<file path="src/rtl/pipeline_ctrl_pkg.sv">
// Shared types for the pipeline stall controller and the datapath that
// consumes its enable/flush bundle.
package pipeline_ctrl_pkg;

    localparam int REG_ADDR_W = 5;

    typedef enum logic [1:0] {
        RUN      = 2'd0,
        MEM_WAIT = 2'd1,
        ERROR    = 2'd2
    } stall_state_t;

    typedef struct packed {
        logic pc_enable;
        logic fd_enable;
        logic fd_flush;
        logic de_enable;
        logic de_flush;
        logic em_enable;
        logic mw_flush;
    } pipe_ctrl_t;

    localparam pipe_ctrl_t PIPE_CTRL_RUN = '{
        pc_enable: 1'b1, fd_enable: 1'b1, fd_flush: 1'b0,
        de_enable: 1'b1, de_flush: 1'b0, em_enable: 1'b1, mw_flush: 1'b0
    };

endpackage

</file>
<file path="src/rtl/load_use_detector.sv">
// Flags a decode instruction that reads the destination of a load in execute.
module load_use_detector #(
    parameter int REG_ADDR_W = 5
) (
    input  logic [REG_ADDR_W-1:0] d_rs1,
    input  logic [REG_ADDR_W-1:0] d_rs2,
    input  logic                  d_uses_rs1,
    input  logic                  d_uses_rs2,
    input  logic [REG_ADDR_W-1:0] e_rd,
    input  logic                  e_mem_read,
    output logic                  hazard
);

    logic rs1_hit;
    logic rs2_hit;

    always_comb begin
        rs1_hit = d_uses_rs1 && (d_rs1 == e_rd);
        rs2_hit = d_uses_rs2 && (d_rs2 == e_rd);
        // x0 is hard-wired, so a load to it never produces a usable value
        hazard  = e_mem_read && (e_rd != '0) && (rs1_hit || rs2_hit);
    end

endmodule

</file>
<file path="src/rtl/pipeline_stall_controller.sv">
// Drives the PC and pipeline-register enables/flushes for load-use hazards,
// taken branches and multi-cycle data-memory accesses with a timeout.
module pipeline_stall_controller
    import pipeline_ctrl_pkg::*;
#(
    parameter int REG_ADDR_W  = pipeline_ctrl_pkg::REG_ADDR_W,
    parameter int MEM_TIMEOUT = 64,
    parameter int CNT_W       = 32
) (
    input  logic                  clk,
    input  logic                  reset,
    input  logic [REG_ADDR_W-1:0] d_rs1,
    input  logic [REG_ADDR_W-1:0] d_rs2,
    input  logic                  d_uses_rs1,
    input  logic                  d_uses_rs2,
    input  logic [REG_ADDR_W-1:0] e_rd,
    input  logic                  e_mem_read,
    input  logic                  e_pc_src,
    input  logic                  m_mem_access,
    input  logic                  dmem_ready,
    output logic                  dmem_valid,
    output logic                  pc_enable,
    output logic                  fd_enable,
    output logic                  fd_flush,
    output logic                  de_enable,
    output logic                  de_flush,
    output logic                  em_enable,
    output logic                  mw_flush,
    output logic                  bus_error,
    output logic [CNT_W-1:0]      stall_count
);

    localparam int              WAIT_W    = $clog2(MEM_TIMEOUT);
    localparam logic [WAIT_W-1:0] WAIT_LAST = WAIT_W'(MEM_TIMEOUT - 1);

    stall_state_t      state_q, state_d;
    logic [WAIT_W-1:0] wait_q, wait_d;
    logic              bus_error_q, bus_error_d;
    logic [CNT_W-1:0]  stall_cnt_q, stall_cnt_d;

    logic       hazard;
    logic       active;
    logic       mem_stall;
    logic       lu_stall;
    logic       branch;
    pipe_ctrl_t ctrl;

    load_use_detector #(
        .REG_ADDR_W(REG_ADDR_W)
    ) u_load_use (
        .d_rs1      (d_rs1),
        .d_rs2      (d_rs2),
        .d_uses_rs1 (d_uses_rs1),
        .d_uses_rs2 (d_uses_rs2),
        .e_rd       (e_rd),
        .e_mem_read (e_mem_read),
        .hazard     (hazard)
    );

    always_comb begin
        active     = !reset && (state_q != ERROR);
        dmem_valid = active && m_mem_access;
        mem_stall  = dmem_valid && !dmem_ready;
        branch     = active && !mem_stall && e_pc_src;
        // A taken branch squashes the dependent instruction anyway, so it
        // overrides the load-use bubble and that cycle is not a stall.
        lu_stall   = active && !mem_stall && !e_pc_src && hazard;

        ctrl = PIPE_CTRL_RUN;
        if (!reset && (state_q == ERROR)) begin
            ctrl.pc_enable = 1'b0;
            ctrl.fd_enable = 1'b0;
            ctrl.de_enable = 1'b0;
            ctrl.em_enable = 1'b0;
        end else if (mem_stall) begin
            ctrl.pc_enable = 1'b0;
            ctrl.fd_enable = 1'b0;
            ctrl.de_enable = 1'b0;
            ctrl.em_enable = 1'b0;
            ctrl.mw_flush  = 1'b1;
        end else if (branch) begin
            ctrl.fd_flush  = 1'b1;
            ctrl.de_flush  = 1'b1;
        end else if (lu_stall) begin
            ctrl.pc_enable = 1'b0;
            ctrl.fd_enable = 1'b0;
            ctrl.de_flush  = 1'b1;
        end
    end

    assign pc_enable   = ctrl.pc_enable;
    assign fd_enable   = ctrl.fd_enable;
    assign fd_flush    = ctrl.fd_flush;
    assign de_enable   = ctrl.de_enable;
    assign de_flush    = ctrl.de_flush;
    assign em_enable   = ctrl.em_enable;
    assign mw_flush    = ctrl.mw_flush;
    assign bus_error   = bus_error_q;
    assign stall_count = stall_cnt_q;

    always_comb begin
        state_d     = state_q;
        wait_d      = wait_q;
        bus_error_d = bus_error_q;
        stall_cnt_d = stall_cnt_q;

        case (state_q)
            RUN: begin
                if (mem_stall) begin
                    state_d = MEM_WAIT;
                    wait_d  = '0;
                end
            end
            MEM_WAIT: begin
                if (!mem_stall) begin
                    state_d = RUN;
                end else if (wait_q == WAIT_LAST) begin
                    state_d     = ERROR;
                    bus_error_d = 1'b1;
                end else begin
                    wait_d = wait_q + 1'b1;
                end
            end
            ERROR:   state_d = ERROR;
            default: state_d = RUN;
        endcase

        if ((mem_stall || lu_stall) && (stall_cnt_q != '1)) begin
            stall_cnt_d = stall_cnt_q + 1'b1;
        end
    end

    always_ff @(posedge clk) begin
        if (reset) begin
            state_q     <= RUN;
            wait_q      <= '0;
            bus_error_q <= 1'b0;
            stall_cnt_q <= '0;
        end else begin
            state_q     <= state_d;
            wait_q      <= wait_d;
            bus_error_q <= bus_error_d;
            stall_cnt_q <= stall_cnt_d;
        end
    end

endmodule
</file>
<file path="config.mk">
export PLATFORM = sky130hd
export DESIGN_NAME = pipeline_stall_controller
export DESIGN_NICKNAME = d
export VERILOG_FILES = /design/src/rtl/pipeline_ctrl_pkg.sv /design/src/rtl/load_use_detector.sv /design/src/rtl/pipeline_stall_controller.sv
export SDC_FILE = /design/constraint.sdc
export NUM_CORES = 1
export LEC_CHECK = 0
export BUFFER_PORTS_ARGS = -buffer_cell sky130_fd_sc_hd__buf_4
export CAP_MARGIN = 20
export CORE_MARGIN = 2
export CORE_UTILIZATION = 33
export DETAILED_ROUTE_END_ITERATION = 10
export SETUP_SLACK_MARGIN = 0.5
export SLEW_MARGIN = 25
export SYNTH_ARGS = -nofsm -noshare
export SYNTH_HDL_FRONTEND = slang
export SYNTH_HIERARCHICAL = 1
export SYNTH_SLANG_ARGS = --single-unit
</file>
<file path="constraint.sdc">
create_clock -name clk -period 2.7 [get_ports clk]
set_input_delay 0.135 -clock clk [delete_from_list [all_inputs] [get_ports clk]]
set_output_delay 0.135 -clock clk [all_outputs]
set_load 0.01 [all_outputs]
</file>
### After elaboration in Yosys (flattened, before gate mapping)

Cells that the tools add are included.

* add/sub/neg operators: 2
* equal/unequal tests: 11
* muxes and demuxes: 24
* reductions and logical operators: 25

Operators by type and width (count)
* adder 32 x 1 -> 32 bit (second input constant): 1
* inequality test 32 bit (second input constant): 1
* 2-to-1 mux 6 bit: 3
* 2-to-1 mux 2 bit: 8
* logical AND 1 bit: 13
* one-hot mux 6 bit (2 select lines): 1
* 2-to-1 mux 1 bit: 11
* == test 5 bit: 2
* inequality test 2 bit (second input constant): 4
* adder 6 x 1 -> 6 bit (second input constant): 1
* == test 6 bit (second input constant): 1
* one-hot mux 2 bit (3 select lines): 1
* nonzero test 5 bit: 1
* logical NOT 1 bit: 4
* AND reduction 4 bit: 1
* inequality test 3 bit (second input constant): 1
* AND reduction 3 bit: 1
* == test 2 x 1 -> 1 bit (second input constant): 1
* == test 2 bit (second input constant): 1
* logical NOT 2 bit: 1
* logical OR 1 bit: 2
* AND reduction 2 bit: 1
* nonzero test 2 bit: 1

* flip-flop bits (word level): 41
* input port bits: 23
* word-level logic and storage cells: 66

### Depth between registers and ports, before layout

Gate-level depths: netlist of the first run.

* depth in word-level cells: 12
* gate-level depth with buffers: 11
* mapped depth without buffers: 9

### Modules after synthesis

The synthesis of the first run kept the hierarchy.

Modules (own cells, without submodules)
* pipeline_stall_controller: times used 1, cells each 264, area each 2187.1 um^2, seq. area each 820.8 um^2
* load_use_detector: times used 1, cells each 17, area each 133.9 um^2, seq. area each 0.0 um^2

### Worst setup path after synthesis of the first run

OpenSTA, ideal clock, no wires.

* kind: input port to flip-flop
* start: in e_rd[0]
* end: reg stall_cnt_q[29], in the netlist stall_count[29]
* library setup time: 0.070 ns
* arrival time: 2.121 ns
* required time: 2.630 ns
* path slack: 0.508 ns
* stages: 9
* cells stage by stage: xor2_1 > nor4_2 > nand3_1 > a21oi_1 > nor2b_1 > o211ai_2 > or4_1 > or3_1 > a21oi_1

* word-level cells in the longest chain between the ends: 7
* elaborated cells on any way between the ends: 11
* classes of those cells: eq/ne (2); reduce/logical (9)

RTL lines
* from (decl): RTL line pipeline_stall_controller.sv:16 `input logic [REG_ADDR_W-1:0] e_rd,`
* == test 5 bit, on equally long branches: RTL line load_use_detector.sv:18, load_use_detector.sv:19
* logical AND 1 bit, on equally long branches: RTL line load_use_detector.sv:18, load_use_detector.sv:19
* logical OR 1 bit: RTL line load_use_detector.sv:21 `hazard = e_mem_read && (e_rd != '0) && (rs1_hit || rs2_hit);`
* logical AND 1 bit (*): RTL line load_use_detector.sv:21
* named net hazard: RTL line pipeline_stall_controller.sv:41 `logic hazard;`
* logical AND 1 bit (*): RTL line pipeline_stall_controller.sv:67 `lu_stall = active && !mem_stall && !e_pc_src && hazard;`
* logical OR 1 bit (*): RTL line pipeline_stall_controller.sv:128 `if ((mem_stall || lu_stall) && (stall_cnt_q != '1)) begin`
* logical AND 1 bit (*): RTL line pipeline_stall_controller.sv:128
* to (signal assigned): RTL line pipeline_stall_controller.sv:143 `stall_cnt_q <= stall_cnt_d;`
* to (decl): RTL line pipeline_stall_controller.sv:39 `logic [CNT_W-1:0] stall_cnt_q, stall_cnt_d;`

Mark *: on every way through the listed nets, which the timed path passes. The rest lies on a longest branch.
A chain may end at the register's enable or synchronous reset.

### Final worst setup path of the first run

* start: reg stall_cnt_q[19], in the netlist stall_count[19]
* end: reg stall_cnt_q[31], in the netlist stall_count[31]

* word-level cells in the longest chain between the ends: 2
* elaborated cells on any way between the ends: 3
* classes of those cells: add/sub (1); eq/ne (1); reduce/logical (1)

RTL lines
* branches (longest 2 deep; another with adder 32 x 1 -> 32 bit)

Several ways; the timed one is not identified.

==> results by stage, run 1 <==
Timing:
- The smallest clock period supported by the final layout is computed as 2.07 ns.
- For the final routed database, the setup TNS stands at 0 ns.
- Timing would allow up to 483 MHz.
- The maximum clock skew at final layout is 0.0103 ns.
- Setup repair after global routing could not meet its margin everywhere.
- The period utilization is 0.767.
- The relative slew slack is 0.665.
- The count of pins over their slew limit was 0.
- For the pin with the worst max-slew slack, the measured transition is 0.501 ns.
- The number of setup violations in the final report is 0.
- The number of hold-slack violations in the final timing report is 0.

Synth:
- For this run, the number of Yosys warnings is 6.
- Of the post-synthesis cell area, the dominant cell type holds 0.354.
- The proportion of synthesized chip area in sequential cells is 0.354.
- By instance count, the leading cell after synthesis is sky130_fd_sc_hd__dfxtp_1.
- A synthesized cell averages 8.26 um^2.
- Counting flops and latches in the post-synthesis netlist gives 41.
- Of all cell types, the one taking the most synthesized area is sky130_fd_sc_hd__dfxtp_1.
- By count the netlist is led by sky130_fd_sc_hd__dfxtp_1, sky130_fd_sc_hd__a21oi_1, sky130_fd_sc_hd__nand2_1, sky130_fd_sc_hd__nand3_1, sky130_fd_sc_hd__nor2_1.
- The number of nets produced by synthesis is 306.
- The most common flop cell mapped by yosys is sky130_fd_sc_hd__dfxtp_1.
- The distinct cell type count after synthesis is 51.
- After synthesis, the share of flip-flops with an asynchronous set or reset is 0.
- In the post-synthesis netlist, the biggest area contributors are sky130_fd_sc_hd__dfxtp_1, sky130_fd_sc_hd__a21oi_1, sky130_fd_sc_hd__xor2_1, sky130_fd_sc_hd__nand3_1, sky130_fd_sc_hd__nand4_1.
- The number of enable-type register cells in the synthesized netlist is 0.
- The netlist area before placement is 2320 um^2.
- The post-synthesis cell count is 281.

Floorplanning:
- In this run the count of I/O pins placed on the die edge is 64.
- The die boundary width is 87.9 um.
- The core area is 6790 um^2.
- The initial utilization of the core area, before any placement, comes to 0.342.
- The row count is 30.
- The floorplan step set the die height to 87.9 um.
- The die area is 7720 um^2.

Route:
- In the routed layout, each cell is associated on average with a via count of 5.26.
- After detailed routing, the total wire length is 6050 um.
- After detailed routing, the wire length on met1 is 2920 um.
- Detailed routing inserted a total of 2319 vias.
- After detailed routing, the average wire length per cell comes to 13.7 um.
- The count of nets left with antenna violations once routing finished came out at 0.
- After detailed routing, the met3 layer carries 238 um of wire.
- The first detailed-routing pass took 4 iterations.
- The final routed DRC violation total is 0.
- The count of routing violations after the opening detailed-route iteration is 88.
- The routed wire length on met2 is 2840 um.
- The highest metal layer used by the detailed router is met4.

Setup path:
- STA classifies the critical path endpoint as a flop.
- The endpoint arrival time on the critical path is 2.30 ns.
- The number of cell instances on the worst register-to-register path is 6.
- At the worst endpoint, the required time is 2.93 ns.
- The critical path class is reg2reg.
- The nature of the critical path startpoint is a flop.
- The top fanout value on the critical path is 14.

GRT:
- The number of global-route vias before repair was 2056.
- The remaining global-route overflow is 0.
- The first-pass GRT wire length is 9980 um.
- The global router's overall resource usage is 0.163.
- The initial antenna violation count is 0.
- Entering global routing, the biggest net connects 24 pins.

Power and ir drop:
- The design draws 1.19 mW.
- The worst-case IR drop observed on VDD is 211 uV.
- The analysis attributes to cell leakage a power of 1.17 nW.
- Power spread over the standard cell area amounts to 390 nW/um^2.

Finish:
- The multi-input combinational cells in the finished layout cover a total of 1450 um^2.
- The area growth from synthesis to layout is 31.8%.
- The final layout contains 370 nets.
- In the final layout, flip-flops and latches occupy 822 um^2.
- In the final layout, the share of cells above drive strength 1 is 0.301.
- The repair_antennas step left the layout with diodes totalling 0.
- The layout has 680 filler cells.

Place:
- The routability congestion estimate from global placement is 0.838.
- Detailed placement ended at an HPWL of 4470 um.
- The quantity of I/O buffers inserted on ports is 63.

Min path:
- The path category of the worst min-delay check is in2reg.
- The worst hold path was traced through 2 stages.

CTS:
- The number of CTS-inserted buffers is 5.
- The CTS sink count is 41.
- The clock root buffer master is sky130_fd_sc_hd__clkbuf_8.
- The deepest level of the CTS H-tree is 2.
- After clock tree synthesis, the clock-pin slew on the worst setup and hold paths is 0.08 ns.
- The source-to-sink clock delay at the later pin of the worst-skew pair is 0.30 ns.
- The number of buffers on the longest clock path is 2.
- TritonCTS built the clock tree.

Job:
- The tool flagged a number of max-cap violations equal to 0.

Outcome:
- The flow ran to the end, and the final reports show no timing, DRC or antenna violations.
kinds of logic (layout without fill, tap and decap cells):
kind of cell / after synthesis / count (layout) / share of synthesized area
DFF: 41 / 41 / 0.354
muxes: 9 / 9 / 0.0415
xor gates and xnor gates: 15 / 15 / 0.0566
adders and majority gates: 2 / 2 / 0.0108
AOI/OAI and AO/OA: 61 / 61 / 0.167
and+or+nand+nor: 135 / 135 / 0.329
buffers and inverters: 18 / 82 / 0.0415
worst max-delay path: stages (launching register included):
cell and delay (ns):
sky130_fd_sc_hd__dfxtp_1 0.34, sky130_fd_sc_hd__and4_4 0.23, sky130_fd_sc_hd__and3_4 0.20, sky130_fd_sc_hd__a311o_2 0.41
sky130_fd_sc_hd__buf_4 0.19, sky130_fd_sc_hd__or4_1 0.50, sky130_fd_sc_hd__a21oi_1 0.14
final timing paths:
| path | from | endpoint | slack [ns] |
|---|---|---|---|
| worst min-delay path | reset | wait_q[0] | 0.15 |
| worst max-delay path | stall_count[19] | stall_count[31] | 0.63 |
| worst min register to register | bus_error | bus_error | 0.50 |
| worst max register to register | stall_count[19] | stall_count[31] | 0.63 |
routing by layer:
metal / vias to the layer above / global-route usage
met5: - / 0
met4: 0 / 0.0503
met3: 4 / 0.0405
met2: 30 / 0.256
met1: 1104 / 0.219
li1: 1181 / -
area by class of cell:
| class | instances | share of cell area |
|---|---|---|
| clock inverters | 2 | 0.0115 |
| inverters | 2 | 0.00245 |
| repair buffers | 73 | 0.180 |
| flip-flops and latches | 41 | 0.269 |
| multi-input cells | 222 | 0.475 |
| clock buffers | 5 | 0.0225 |
| well taps | 96 | 0.0393 |
cells in the final DEF (no fill, tap or decap), drive strengths merged, types with 2 or more instances in the layout:
cell type and count:
and4 6, or3 12, o31ai 5, nor2 18
a41oi 2, xnor2 3, inv 2, xor2 12
dfxtp 41, buf 73, nor4 5, nand2 21
mux2i 4, nand3 20, and2 2, and3 11
or4b 2, mux2 5, o21a 2, o21ai 16
ha 2, a21oi 23, o41ai 2, nor2b 8
nand4 15, nor3 4, or4 7, clkbuf 5
registers in the layout, summed over array words and instances, names as in the netlist:
signal       flops
wait_q           6
state_q          2
bus_error        1
stall_count     32
per-stage QoR:
stage	hold WS (ns)	instance area [um^2]	instances	utilization	setup slack, ns
after global placement	0.459	2890	432	0.425	0.205
after detailed placement	0.465	2890	432	0.425	0.187
final	0.147	3060	441	0.450	0.629
after CTS	0.135	2990	439	0.440	0.517
after global routing	0.160	3060	441	0.450	0.471
after floorplan	0.420	2320	281	-	0.508
power by group:
part	leakage (nW)	switching (mW)	internal [mW]
Combinational	0.789	0.0524	0.0477
Clock	0.0540	0.216	0.269
Sequential	0.331	0.00284	0.606
timing repair:
action / CTS / global route
setup endpoints to repair: 1 / 17
setup buffers: 0 / 2
hold buffers: 0 / 0
pin swaps: 0 / 5
resized for setup: 1 / 14
(Power assumes the default switching activity.)
==> run 2, diff against run 1 <==
Clock period 2.7 ns to 1.9 ns, I/O delays scaled along.
==> run 2 against run 1 <==
Against the previous run:
- the run now ends with setup timing left
- critical path depth rose by 6
- utilization rose by 15 points
- clock-buffer cell count rose by 1
- first-iteration DRC count rose by 39%
- worst setup slack got worse by 0.71 ns
- total power rose by 58%
- die area did not move
- clock skew fell by 0.00069 ns
- cell count rose by 16%
- flip-flop and latch count did not move
- largest power group unchanged
==> results by stage, run 2 (same netlist as run 1, synthesis figures left out) <==
Floorplanning:
- The core area is 6790 um^2 (unchanged).
- The row count is 30 (unchanged).
- The vertical die dimension came to 87.9 um (unchanged).
- The die area was 7720 um^2 (unchanged).
- The I/O pin total is 64 (unchanged).
- The initial standard-cell utilization of the core is 0.342 (unchanged).
- The die boundary width is 87.9 um (unchanged).

Place:
- The placement-stage cell area was 3370 um^2 (+17%).
- The routability congestion estimate from global placement was 0.813 (-2.9%).
- The quantity of I/O buffers inserted on ports is 63 (unchanged).
- The HPWL after detailed placement is 5000 um (+12%).
- The worst setup slack before clock tree synthesis is -0.366 ns (-0.553 ns).
- The number of placed cells counting well taps is 480 (+11%).

Route:
- The final routed DRC violation total is 0 (unchanged).
- The count of routing violations after the opening detailed-route iteration is 122 (+39%).
- The ratio of routed vias to standard cells is 5.32 (+1.1%).
- The final routed wire length divided by cell count is 14.7 um (+6.8%).
- The first-pass iteration count of the detailed router came to 4 (unchanged).
- The number of antenna-violating nets in the routed design is 0 (unchanged).
- The total via count in the routed design was 2727 (+18%).
- The total wire length came to 7520 um (+24%).

CTS:
- The TritonCTS clock tree is yes.
- The number of buffers on the longest clock path is 2 (unchanged).
- The CTS sink count came to 41 (unchanged).
- Clock tree synthesis selected as its root buffer the cell sky130_fd_sc_hd__clkbuf_8.
- The clock slew seen by the registers of the worst setup and hold paths is 0.09 ns (about the same).
- The deepest level of the CTS H-tree was 2 (unchanged).
- The number of CTS-inserted buffers is 5 (unchanged).
- The source-to-sink clock delay at the later pin of the worst-skew pair is 0.29 ns (about the same).

Finish:
- The register cell area after layout is 851 um^2 (+3.5%).
- The count of non-filler cells in the finished layout is 513 (+16%).
- In the layout the commonest cells are sky130_fd_sc_hd__buf_4, sky130_fd_sc_hd__dfxtp_1, sky130_fd_sc_hd__buf_6.
- The most common library cell in the layout ignoring fill and taps is sky130_fd_sc_hd__buf_4.
- The count of inserted antenna diode cells is 0 (unchanged).
- The fill cell instance count of the final layout is 598 (-12%).
- The flip-flop count of the largest register after layout came to 32 (unchanged).
- The layout cell share with drive strength beyond 1 is 0.561 (+0.260).
- The synthesis-to-finish area growth is 76.2%.
- The number of nets in the layout is 441 (+19%).
- The area of the multi-input gates is 1800 um^2 (+24%).
- The post-route standard cell area excluding fillers came to 4090 um^2 (+34%).

Timing:
- The period utilization is 1.04.
- Timing would allow up to 505 MHz.
- The number of hold-slack violations in the final timing report was 0 (unchanged).
- Setup repair after global routing could not meet its margin everywhere.
- The smallest clock period supported by the final layout is computed as 1.98 ns.
- The count of pins over their slew limit is 0 (unchanged).
- The summed negative setup slack over all endpoints is -0.453 ns (-0.453 ns).
- The maximum clock skew at final layout came to 0.00958 ns (-0.000689 ns).
- The number of setup violations in the final report is 10 (+10).
- The actual transition at the worst max-transition pin is 0.441 ns (-0.0602 ns).
- The post-route worst setup slack is -0.0800 ns (-0.709 ns).
- The relative slew slack came to 0.703 (+0.0378).

Power and ir drop:
- The standby leakage power is 1.65 nW (+40%).
- The maximum vdd drop came to 294 uV (+39%).
- The total power was 1.88 mW (+58%).
- The ratio of total power to cell area is 460 nW/um^2 (+18%).

GRT:
- The maximum number of pins on one net before global-route repair came to 21 (-13%).
- The initial antenna violation count is 0 (unchanged).
- The first-pass GRT wire length is 11800 um (+18%).
- The number of global-route vias before repair is 2566 (+25%).
- The remaining global-route overflow is 0 (unchanged).
- The global router's overall resource usage came to 0.190 (+0.0269).

Setup path:
- The endpoint arrival time on the critical path came to 2.17 ns (-0.13 ns).
- The critical path is of the in2reg type.
- The top fanout value on the critical path is 7 (-7).
- The kind of end point of the critical path is a flop.
- The nature of the critical path startpoint is a primary input.
- The required arrival time at the worst endpoint is 2.09 ns (-0.84 ns).

Outcome:
- The final reports fail on setup timing.
- The flow ran to the end, but the final reports show violations.

Job:
- The number of max-cap violations is 0 (unchanged).

Min path:
- The worst hold path belongs to the class in2reg.
## run 2: changes by cell type in the layout (fill, tap and decap cells not counted), sizes merged
| cell | previous run | this run |
|---|---|---|
| buf | 73 | 143 |
| clkbuf | 5 | 6 |
| clkinv | 1 | 0 |
| dlygate4sd3 | 0 | 1 |
| inv | 2 | 3 |
## run 2: final cells by class
type | count | share of cell area
multi-input combinational | 222 | 0.440
timing repair buffer | 144 | 0.288
sequential | 41 | 0.208
tap | 96 | 0.0294
clock buffer | 6 | 0.0229
clock inverter | 2 | 0.00949
inverter | 2 | 0.00184
## run 2: worst paths after layout
check / slack (ns) / endpoint / startpoint / cells past startpoint
max: -0.08 / stall_count[7] / e_rd[2] / 12
min: 0.23 / stall_count[19] / reset / 3
max reg2reg: -0.06 / stall_count[31] / stall_count[7] / 6
min reg2reg: 0.49 / bus_error / bus_error / 2
## run 2: stage by stage
step	hold WS, ns	util
finish	0.227	0.602
global route	0.235	0.602
CTS	0.224	0.561
detailed placement	0.311	0.497
global placement	0.305	0.497
floorplan	0.340	-
## run 2: where the power goes
part,internal (mW),switching [mW]
sequential,0.855,0.00273
clock,0.477,0.335
combinational,0.110,0.101
## run 2: timing repair
| action | CTS | global route |
|---|---|---|
| resized for setup | 49 | 49 |
| setup buffers | 14 | 9 |
| hold buffers | 1 | 0 |
| pin swaps | 38 | 36 |
| cloned | 1 | 0 |
| hold endpoints to repair | 1 | 0 |
| endpoints found under the setup margin | 45 | 46 |
## run 2: per-layer routing
metal	global-route usage	up-vias	part of all wire
met5	0	-	0
met3	0.0358	6	0.043
met2	0.329	72	0.52
li1	-	1330	-
met4	0.0378	0	0.0051
met1	0.246	1319	0.43
## run 2: critical path: stages
cell and delay (ns):
sky130_fd_sc_hd__buf_6 0.09, sky130_fd_sc_hd__buf_4 0.12, sky130_fd_sc_hd__buf_4 0.12, sky130_fd_sc_hd__or4_4 0.48, sky130_fd_sc_hd__o21ai_2 0.16, sky130_fd_sc_hd__a21oi_2 0.05, sky130_fd_sc_hd__nor2b_4 0.14, sky130_fd_sc_hd__o211ai_4 0.22
sky130_fd_sc_hd__buf_6 0.19, sky130_fd_sc_hd__nor2_4 0.06, sky130_fd_sc_hd__nand4b_1 0.12, sky130_fd_sc_hd__mux2_4 0.30
==> run 3, diff against run 2 <==
Settings changed: BUFFER_PORTS_ARGS -buffer_cell sky130_fd_sc_hd__buf_4 to not set, DONT_BUFFER_PORTS set to 1, SYNTH_HIERARCHICAL 1 to not set.
==> run 3 against run 2 <==
Against the previous run:
- the flow still finishes with violations (setup timing)
- flip-flop and latch count did not move
- sequential power shrank 0.5%
- first-iteration DRC count up 74%
- routed wire length grew 11%
- critical endpoint is now stall_count[23]
- largest power group unchanged
==> results by stage, run 3 <==
Outcome:
- The run finished, with violations left.
- The checks that failed: setup timing.

GRT:
- The maximum number of pins on one net before global-route repair is 21 (unchanged).
- The initial antenna violation count is 0 (unchanged).
- The remaining global-route overflow came to 0 (unchanged).
- The number of global-route vias before repair came to 2443 (-4.8%).
- The first-pass GRT wire length was 12200 um (+3.5%).
- The global router's overall resource usage was 0.198 (+0.00875).

Finish:
- Leaving out fill and tap cells, the most frequent cells in the layout are sky130_fd_sc_hd__buf_4, sky130_fd_sc_hd__dfxtp_1, sky130_fd_sc_hd__nor2_1, sky130_fd_sc_hd__a21oi_1, sky130_fd_sc_hd__buf_6.
- The post-route standard cell area excluding fillers came to 3910 um^2 (-4.4%).
- The synthesis-to-finish area growth is 63.1%.
- The layout cell share with drive strength beyond 1 came to 0.528 (-0.0332).
- The fill cell instance count of the final layout is 624 (+4.3%).
- The number of nets in the layout came to 400 (-9.3%).
- The most common library cell in the layout ignoring fill and taps is sky130_fd_sc_hd__buf_4.
- The final standard cell utilization of the core is 0.548 (-0.0543).
- The flip-flop count of the largest register after layout is 32 (unchanged).
- The area of the multi-input gates is 1930 um^2 (+7.4%).
- The count of inserted antenna diode cells came to 0 (unchanged).
- The register cell area after layout is 868 um^2 (+2.1%).

Power and ir drop:
- The proportion of power drawn by flip-flops and latches came to 0.559 (+0.103).
- The ratio of total power to cell area was 390 nW/um^2 (-15%).
- The proportion of power drawn by the clock network came to 0.364 (-0.068).
- The total power is 1.52 mW (-19%).
- The internal power consumption is 1.15 mW (-20%).
- The standby leakage power is 1.47 nW (-11%).
- The switching power is 0.376 mW (-14%).
- The maximum vdd drop was 192 uV (-35%).
- The switching part of the total was 0.247 (+0.0130).
- The combinational share of power is 0.077 (-0.035).

CTS:
- The TritonCTS clock tree is yes.
- The number of CTS-inserted buffers is 5 (unchanged).
- The clock root buffer master is sky130_fd_sc_hd__clkbuf_8.
- The deepest level of the CTS H-tree came to 2 (unchanged).
- The clock slew seen by the registers of the worst setup and hold paths came to 0.09 ns (about the same).
- The number of buffers on the longest clock path is 2 (unchanged).
- The CTS sink count is 41 (unchanged).
- The source-to-sink clock delay at the later pin of the worst-skew pair is 0.30 ns (about the same).

Route:
- The final routed wire length divided by cell count is 17.5 um (+20%).
- The number of antenna-violating nets in the routed design is 0 (unchanged).
- The total via count in the routed design was 2673 (-2.0%).
- The first-pass iteration count of the detailed router came to 4 (unchanged).
- The total wire length is 8310 um (+11%).
- The ratio of routed vias to standard cells is 5.64 (+6.1%).
- The count of routing violations after the opening detailed-route iteration was 212 (+74%).
- The final routed DRC violation total is 0 (unchanged).

Floorplanning:
- The vertical die dimension is 89.2 um (+1.5%).
- The die boundary width was 89.2 um (+1.5%).
- The core area is 7140 um^2 (+5.0%).
- The row count is 31 (+3.3%).
- The die area was 7960 um^2 (+3.1%).
- The initial standard-cell utilization of the core was 0.336 (-0.00589).
- The I/O pin total is 64 (unchanged).

Synth:
- The async set-reset flop share out of synthesis is 0 (unchanged).
- The mean cell area of the mapped netlist is 8.50 um^2 (+2.9%).
- Counting instances in the post-synthesis netlist gives the leading cell types as sky130_fd_sc_hd__dfxtp_1, sky130_fd_sc_hd__a21oi_1, sky130_fd_sc_hd__nor2_1, sky130_fd_sc_hd__nand2_1, sky130_fd_sc_hd__nand3_1.
- The number of storage elements in the synthesis netlist is 41 (unchanged).
- The post-synthesis cell count is 282 (+0.36%).
- The portion of synthesized cell area occupied by the leading cell type is 0.343 (-0.0111).
- The most used flip-flop cell after synthesis is sky130_fd_sc_hd__dfxtp_1.
- The cell type contributing the most total cell area after synthesis is sky130_fd_sc_hd__dfxtp_1.
- The number of enable-type register cells in the synthesized netlist came to 0 (unchanged).
- The most frequent cell after synthesis is sky130_fd_sc_hd__dfxtp_1.
- The number of warning messages in the yosys log is 0 (-6).
- The netlist area before placement is 2400 um^2 (+3.2%).
- The distinct cell type count after synthesis is 52 (+2.0%).
- Ranked by total cell area, the synthesized netlist is headed by sky130_fd_sc_hd__dfxtp_1, sky130_fd_sc_hd__xor2_1, sky130_fd_sc_hd__a21oi_1, sky130_fd_sc_hd__or4_1, sky130_fd_sc_hd__nand3_1.
- The number of nets produced by synthesis came to 307 (+0.33%).
- The proportion of synthesized chip area in sequential cells came to 0.343 (-0.0111).

Timing:
- Setup repair after global routing could not meet its margin everywhere.
- The period utilization came to 1.09 (+0.0464).
- The summed negative setup slack over all endpoints is -2.58 ns (-2.13 ns).
- The relative slew slack is 0.345 (-0.358).
- The post-route worst setup slack is -0.168 ns (-0.0881 ns).
- The maximum clock skew at final layout is 0.0162 ns (+0.00662 ns).
- The final hold slack is 0.0386 ns (-0.188 ns).
- The count of pins over their slew limit is 0 (unchanged).
- The number of setup violations in the final report came to 23 (+13).
- The final period demand of the worst path is 2.07 ns (+0.0881 ns).
- The maximum clock frequency was 484 MHz (-4.3%).
- The actual transition at the worst max-transition pin is 0.983 ns (+0.542 ns).
- The number of hold-slack violations in the final timing report is 0 (unchanged).

Setup path:
- The endpoint arrival time on the critical path is 2.21 ns (+0.04 ns).
- The worst setup path is captured at a flop.
- The critical path class is reg2reg.
- The top fanout value on the critical path was 4 (-3).
- STA classifies the critical path startpoint as a flop.
- The required arrival time at the worst endpoint was 2.04 ns (-0.05 ns).

Place:
- The placement-stage cell area is 3090 um^2 (-8.5%).
- The HPWL after detailed placement is 5170 um (+3.4%).
- The quantity of I/O buffers inserted on ports is 0 (-100%).
- The routability congestion estimate from global placement is 0.870 (+6.9%).

Job:
- The number of max-cap violations is 0 (unchanged).

Min path:
- The tightest min-delay check is of the in2reg type.
run 3: per-stage QoR:
stage	std cells	setup WS, ns
after global placement	435	-0.171
after detailed placement	435	-0.242
after CTS	464	-0.170
after floorplan	282	-0.118
final	474	-0.168
after global routing	474	-0.259
run 3: timing repair:
| item | in CTS | in global routing |
|---|---|---|
| endpoints found under the setup margin | 39 | 43 |
| gates cloned | 3 | 0 |
| buffers inserted | 18 | 10 |
| pin swaps | 36 | 21 |
| hold endpoints to repair | 20 | 0 |
| hold buffers | 1 | 0 |
| gates resized for setup | 51 | 42 |
run 3: power groups by stage:
stage	combinational [mW]	clock (mW)	sequential (mW)
final	0.117	0.555	0.853
after global routing	0.128	0.598	0.853
after CTS	0.105	0.563	0.853
after detailed placement	0.0843	0	0.873
after global placement	0.0834	0	0.873
after floorplan	0.0709	0	0.875
run 3: per-layer routing:
metal	track usage	routed length (um)	vias to the layer above
met5	0	0	-
met4	0.0678	178	0
met3	0.0332	466	15
met2	0.341	4110	90
met1	0.251	3550	1307
li1	-	-	1261
run 3: worst paths after layout:
| path | from | to | slack (ns) | cells after the start |
|---|---|---|---|---|
| min | reset | stall_count[29] | 0.04 | 2 |
| min reg2reg | bus_error | bus_error | 0.54 | 2 |
| max | stall_count[0] | stall_count[23] | -0.17 | 8 |
| max reg2reg | stall_count[0] | stall_count[23] | -0.17 | 8 |
run 3: kinds of logic (layout without fill, tap and decap cells):
| group | Yosys count | count (layout) | synth area share |
|---|---|---|---|
| and+or+nand+nor | 140 | 140 | 0.350 |
| AOI/OAI and AO/OA | 55 | 55 | 0.150 |
| DFF | 41 | 41 | 0.343 |
| buffers and inverters | 19 | 112 | 0.0433 |
| xor gates and xnor gates | 14 | 14 | 0.0512 |
| muxes | 11 | 11 | 0.0517 |
| adders and majority gates | 2 | 2 | 0.0104 |
run 3: worst max-delay path: stages (launching register included):
cell and delay, ns:
sky130_fd_sc_hd__dfxtp_4 0.37, sky130_fd_sc_hd__ha_4 0.14, sky130_fd_sc_hd__nand4_1 0.10, sky130_fd_sc_hd__or4_4 0.47, sky130_fd_sc_hd__nor4_4 0.30, sky130_fd_sc_hd__buf_4 0.21
sky130_fd_sc_hd__or3_4 0.16, sky130_fd_sc_hd__or4_1 0.11, sky130_fd_sc_hd__a21oi_1 0.05
run 3: cell type report:
cell class / count / share of cell area
Tap cell: 99 / 0.0317
Clock buffer: 6 / 0.0186
Sequential cell: 41 / 0.222
Inverter: 5 / 0.00480
Multi-Input combinational cell: 222 / 0.495
Clock inverter: 1 / 0.00128
Timing Repair Buffer: 100 / 0.226
